<file path="src/rtl/control_unit.sv">
// Multi-cycle instruction sequencer for the accumulator processor: fetches,
// decodes and drives datapath selects/enables and data-RAM strobes.
module control_unit #(
  parameter int NB_INSTRUCTION = 16,
  parameter int NB_ADDR        = 11,
  parameter int NB_OPCODE      = 5,
  parameter int NB_OPERAND     = NB_INSTRUCTION - NB_OPCODE,
  parameter int NB_SELECTOR_A  = 2,
  parameter int NB_COUNTER     = 32
) (
  input  logic                      i_clock,
  input  logic                      i_reset,
  input  logic                      i_start,
  input  logic [NB_INSTRUCTION-1:0] i_instruction,
  output logic [NB_ADDR-1:0]        o_pc,
  output logic                      o_prog_rd,
  output logic [NB_ADDR-1:0]        o_data_addr,
  output logic [NB_OPERAND-1:0]     o_operand,
  output logic                      o_rd_ram,
  output logic                      o_wr_ram,
  output logic [NB_SELECTOR_A-1:0]  o_sel_a,
  output logic                      o_sel_b,
  output logic                      o_operation,
  output logic                      o_enb_acc,
  output logic                      o_halted,
  output logic [NB_COUNTER-1:0]     o_clk_count
);

  typedef enum logic [2:0] {
    S_IDLE   = 3'd0,
    S_FETCH  = 3'd1,
    S_DECODE = 3'd2,
    S_MEM    = 3'd3,
    S_EXEC   = 3'd4,
    S_HALT   = 3'd5
  } state_t;

  localparam logic [NB_OPCODE-1:0] OP_HLT  = NB_OPCODE'(0);
  localparam logic [NB_OPCODE-1:0] OP_STO  = NB_OPCODE'(1);
  localparam logic [NB_OPCODE-1:0] OP_LD   = NB_OPCODE'(2);
  localparam logic [NB_OPCODE-1:0] OP_LDI  = NB_OPCODE'(3);
  localparam logic [NB_OPCODE-1:0] OP_ADD  = NB_OPCODE'(4);
  localparam logic [NB_OPCODE-1:0] OP_ADDI = NB_OPCODE'(5);
  localparam logic [NB_OPCODE-1:0] OP_SUB  = NB_OPCODE'(6);
  localparam logic [NB_OPCODE-1:0] OP_SUBI = NB_OPCODE'(7);

  state_t                    r_state;
  logic [NB_ADDR-1:0]        r_pc;
  logic [NB_INSTRUCTION-1:0] r_ir;
  logic [NB_COUNTER-1:0]     r_count;

  logic [NB_OPCODE-1:0] w_fetch_opcode;
  logic [NB_OPCODE-1:0] w_ir_opcode;
  logic                 w_active;

  assign w_fetch_opcode = i_instruction[NB_INSTRUCTION-1 -: NB_OPCODE];
  assign w_ir_opcode    = r_ir[NB_INSTRUCTION-1 -: NB_OPCODE];
  assign w_active       = (r_state == S_FETCH) || (r_state == S_DECODE) ||
                          (r_state == S_MEM)   || (r_state == S_EXEC);

  always_ff @(posedge i_clock) begin
    if (!i_reset) begin
      r_state <= S_IDLE;
      r_pc    <= '0;
      r_ir    <= '0;
      r_count <= '0;
    end else begin
      // Saturating count of cycles spent executing instructions.
      if (w_active && (r_count != '1)) begin
        r_count <= r_count + NB_COUNTER'(1);
      end
      case (r_state)
        S_IDLE:   if (i_start) r_state <= S_FETCH;
        S_FETCH:  r_state <= S_DECODE;
        S_DECODE: begin
          r_ir <= i_instruction;
          // Route on the incoming word, since IR only holds it from the next cycle.
          case (w_fetch_opcode)
            OP_HLT:                r_state <= S_HALT;
            OP_LD, OP_ADD, OP_SUB: r_state <= S_MEM;
            default:               r_state <= S_EXEC;
          endcase
        end
        S_MEM:    r_state <= S_EXEC;
        S_EXEC: begin
          r_pc    <= r_pc + NB_ADDR'(1);
          r_state <= S_FETCH;
        end
        S_HALT:   r_state <= S_HALT;
        default:  r_state <= S_IDLE;
      endcase
    end
  end

  always_comb begin
    o_pc        = r_pc;
    o_data_addr = r_ir[NB_ADDR-1:0];
    o_operand   = r_ir[NB_OPERAND-1:0];
    o_clk_count = r_count;
    o_prog_rd   = (r_state == S_FETCH);
    o_rd_ram    = (r_state == S_MEM);
    o_halted    = (r_state == S_HALT);
    o_wr_ram    = 1'b0;
    o_sel_a     = '0;
    o_sel_b     = 1'b0;
    o_operation = 1'b0;
    o_enb_acc   = 1'b0;
    // Adder inputs settle during MEM so they are stable before the EXEC enable.
    if ((r_state == S_MEM) || (r_state == S_EXEC)) begin
      o_sel_b     = (w_ir_opcode == OP_ADDI) || (w_ir_opcode == OP_SUBI);
      o_operation = (w_ir_opcode == OP_SUB)  || (w_ir_opcode == OP_SUBI);
    end
    if (r_state == S_EXEC) begin
      case (w_ir_opcode)
        OP_STO: o_wr_ram = 1'b1;
        OP_LD:  o_enb_acc = 1'b1;
        OP_LDI: begin
          o_sel_a   = NB_SELECTOR_A'(1);
          o_enb_acc = 1'b1;
        end
        OP_ADD, OP_ADDI, OP_SUB, OP_SUBI: begin
          o_sel_a   = NB_SELECTOR_A'(2);
          o_enb_acc = 1'b1;
        end
        default: ;
      endcase
    end
  end

endmodule

</file>
<file path="config.mk">
export PLATFORM = sky130hd
export DESIGN_NAME = control_unit
export DESIGN_NICKNAME = d
export VERILOG_FILES = /design/src/rtl/control_unit.sv
export SDC_FILE = /design/constraint.sdc
export NUM_CORES = 1
export LEC_CHECK = 0
export CAP_MARGIN = 20
export CORE_MARGIN = 5
export CORE_UTILIZATION = 50
export DETAILED_ROUTE_END_ITERATION = 8
export HOLD_SLACK_MARGIN = 0.06
export PLACE_DENSITY = 0.86
export SLEW_MARGIN = 20
export SYNTH_ARGS = -nofsm -noshare
export SYNTH_HDL_FRONTEND = slang
export SYNTH_SLANG_ARGS = --single-unit
</file>
<file path="constraint.sdc">
create_clock -name i_clock -period 3.3 [get_ports i_clock]
set_clock_uncertainty 0.05 [all_clocks]
set_input_delay 0.33 -clock i_clock [delete_from_list [all_inputs] [get_ports i_clock]]
set_output_delay 0.33 -clock i_clock [all_outputs]
set_load 0.005 [all_outputs]
</file>
==> flow_summary.json <==
{
  "drive_gt1_frac": 0.04484,
  "die_area_mm2": 0.007712,
  "yosys_warnings": 0,
  "fin_nets": 462,
  "io_buffers": 92,
  "grt.overflow.total": 0,
  "worst_pin_slew_ns": 0.8745,
  "synth_async_sr_flop_share": 0,
  "min_path_type": "reg2reg",
  "holdWs_ns": 0.4100,
  "numCtsBuffers": 9,
  "io_pins": 93,
  "dp_hpwl_mm": 5.297,
  "ys_ff_latch": 62,
  "worstPathRequired_ns": 2.92,
  "syn_area_per_cell_um2": 8.074,
  "core_mm2": 0.005921,
  "grt_max_degree": 31,
  "diodes": 0,
  "clockBufferDepth": 2,
  "routed_via_density": 5.468,
  "h-tree-depth": 3,
  "grt_pass1_wl_mm": 12.30,
  "multi_input_area_mm2": 0.001511,
  "synth_ff_type": "dfxtp_1",
  "finalPower_mw": 1.649,
  "status": "finished, final reports clean",
  "path_clk_slew_ns": 0.07,
  "postCtsHoldBufs": 0,
  "fillerInstances": 475,
  "finalHoldViolations": 0,
  "worst_setup_path_start_kind": "flop",
  "startpoint": "r_state[2]$_SDFFE_PN0P_",
  "critPathMaxFanout": 10,
  "wl_per_cell_um": 13.93,
  "cp.arrival_ns": 2.32,
  "final_max_slew_viol_count": 0,
  "cts-resized-gates": 0,
  "initial_core_util": 0.5114,
  "syn_inst": 375,
  "gp_congestion": 0.9233,
  "setup_tns_ns": 0,
  "synth_area_mm2": 0.003028,
  "drcViolationCount": 0,
  "fin_crit_sh": 0.8190,
  "synth-seq-area-share": 0.4099,
  "power_density_mw_per_mm2": 408.2,
  "synth_edf_count": 0,
  "seqCellArea_mm2": 0.001241,
  "rows": 28,
  "drt-total-wl_mm": 7.257,
  "root_buffer": "clkbuf_8",
  "grt_pass1_vias": 2801,
  "die_h_um": 87.82,
  "period_minus_slack_ns": 2.703,
  "cts_tree": "done",
  "clock.fmax_mhz": 370.0,
  "dieWidth_um": 87.82,
  "area_delta_synth_final_pct": 33.43,
  "via_count": 2849,
  "synth.distinct_cells": 41,
  "antenna_found_initial": 0,
  "critPathKind": "reg2out",
  "clkLatencyLatePin_ns": 0.34,
  "postCtsSetupBuffers": 0,
  "first_pass_iters": 4,
  "rsz0062_at_grt": "false",
  "peakVddDrop_uv": 248.9,
  "ant_nets": 0,
  "setup_viol": 0,
  "cap_viol_max_count": 0,
  "p_leak_nw": 1.342,
  "max-slew-margin-rel": 0.4163,
  "first_iter_violations": 76,
  "regToRegStartpoint": "r_state[0]$_SDFFE_PN0P_",
  "clock-sinks": 62,
  "grtUsageTotal": 0.1952,
  "synth.net_count": 396,
  "holdCritStartpoint": "r_ir[15]$_SDFFE_PN0P_",
  "end_kind": "output port"
}
layout make-up:
cell class	instances	share of cell area
Clock buffer	10	0.03407
Clock inverter	6	0.02323
Inverter	7	0.006504
Multi-Input combinational cell	267	0.3741
Sequential cell	62	0.3072
Tap cell	75	0.02323
Timing Repair Buffer	94	0.2317
critical path, stage by stage (launching register included):
cell	delay, ns
dfxtp_1	0.48
nor3b_2	0.48
nand2_1	0.16
nor4bb_1	0.31
clkdlybuf4s50_1	0.55
through the flow:
| stage | instances | utilization | instance area [um2] | setup WS [ns] |
|---|---|---|---|---|
| 3_3_place_gp | 505 | 0.6433 | 3809 | 0.9287 |
| 6_report | 521 | 0.6824 | 4040 | 0.5972 |
| 5_1_grt | 521 | 0.6824 | 4040 | 0.4141 |
| 2_1_floorplan | 375 | - | 3028 | 1.132 |
| 4_1_cts | 521 | 0.6824 | 4040 | 0.5764 |
| 3_5_place_dp | 505 | 0.6433 | 3809 | 0.8023 |
final timing paths:
path         slack, ns  depth (start not counted)                           end
max               0.60                          4                    o_sel_a[0]
min               0.41                          2         r_ir[15]$_SDFFE_PN0P_
max reg2reg       0.77                          5  o_clk_count[21]$_SDFFE_PN0P_
min reg2reg       0.41                          2         r_ir[15]$_SDFFE_PN0P_
per-layer routing:
metal,wire length [um],part of all wire,GRT usage,up-vias
met5,0,0,0,-
met4,139,0.019,0.09484,0
met3,404,0.056,0.03951,13
met2,3510,0.48,0.3274,78
met1,3202,0.44,0.2382,1317
li1,-,-,-,1441
cell usage in the layout, fill, tap and decap left out, types with 2 or more instances in the layout:
cell,count
or3_1,20
and3_1,6
mux2i_1,6
nand3b_1,2
clkbuf_8,10
nor4_1,3
clkinv_4,2
ha_1,2
nor3b_1,3
nand2b_1,6
inv_1,7
nor2b_1,4
nand3_1,13
and4_1,4
or4_1,6
a31oi_1,2
bufinv_16,2
buf_4,2
dfxtp_1,62
clkdlybuf4s50_1,92
xor2_1,5
a21oi_1,42
o211ai_1,2
nor3_1,6
and2_1,3
o31ai_1,4
xnor2_1,8
nand4_1,10
nand2_1,55
nor2_1,23
o21ai_0,21
registers in the layout (all words and copies together) (netlist names):
register / count
o_clk_count: 32
o_pc: 11
r_ir: 16
r_state: 3
power by group:
group | internal (mW) | switching [mW]
Clock | 0.451 | 0.306
Sequential | 0.761 | 0.0167
Combinational | 0.0632 | 0.0520
Total | 1.27 | 0.375
cells in the mapped netlist, types with 4 or more instances:
cell | n | area share
o21ai_0 | 21 | 0.035
nor2_1 | 23 | 0.029
nand2b_1 | 6 | 0.012
or3_1 | 20 | 0.041
o31ai_1 | 4 | 0.0099
clkbuf_1 | 13 | 0.016
nand3_1 | 13 | 0.021
nand4_1 | 10 | 0.021
nand2_1 | 55 | 0.068
or4_1 | 6 | 0.015
xnor2_1 | 8 | 0.023
inv_1 | 7 | 0.0087
buf_4 | 23 | 0.057
dfxtp_1 | 62 | 0.41
and3_1 | 6 | 0.012
and4_1 | 4 | 0.012
nor3_1 | 6 | 0.0099
mux2i_1 | 6 | 0.020
a21oi_1 | 42 | 0.069
nor2b_1 | 4 | 0.0083
xor2_1 | 5 | 0.014
kinds of logic after synthesis:
kind of cell | Yosys count | share of synthesized area
xor gates and xnor gates | 13 | 0.03760
buffers and inverters | 46 | 0.09091
and+or+nand+nor | 170 | 0.2955
muxes | 6 | 0.01984
AOI/OAI and AO/OA | 76 | 0.1380
adders and majority gates | 2 | 0.008263
DFF | 62 | 0.4099
(Power assumes the default switching activity.)
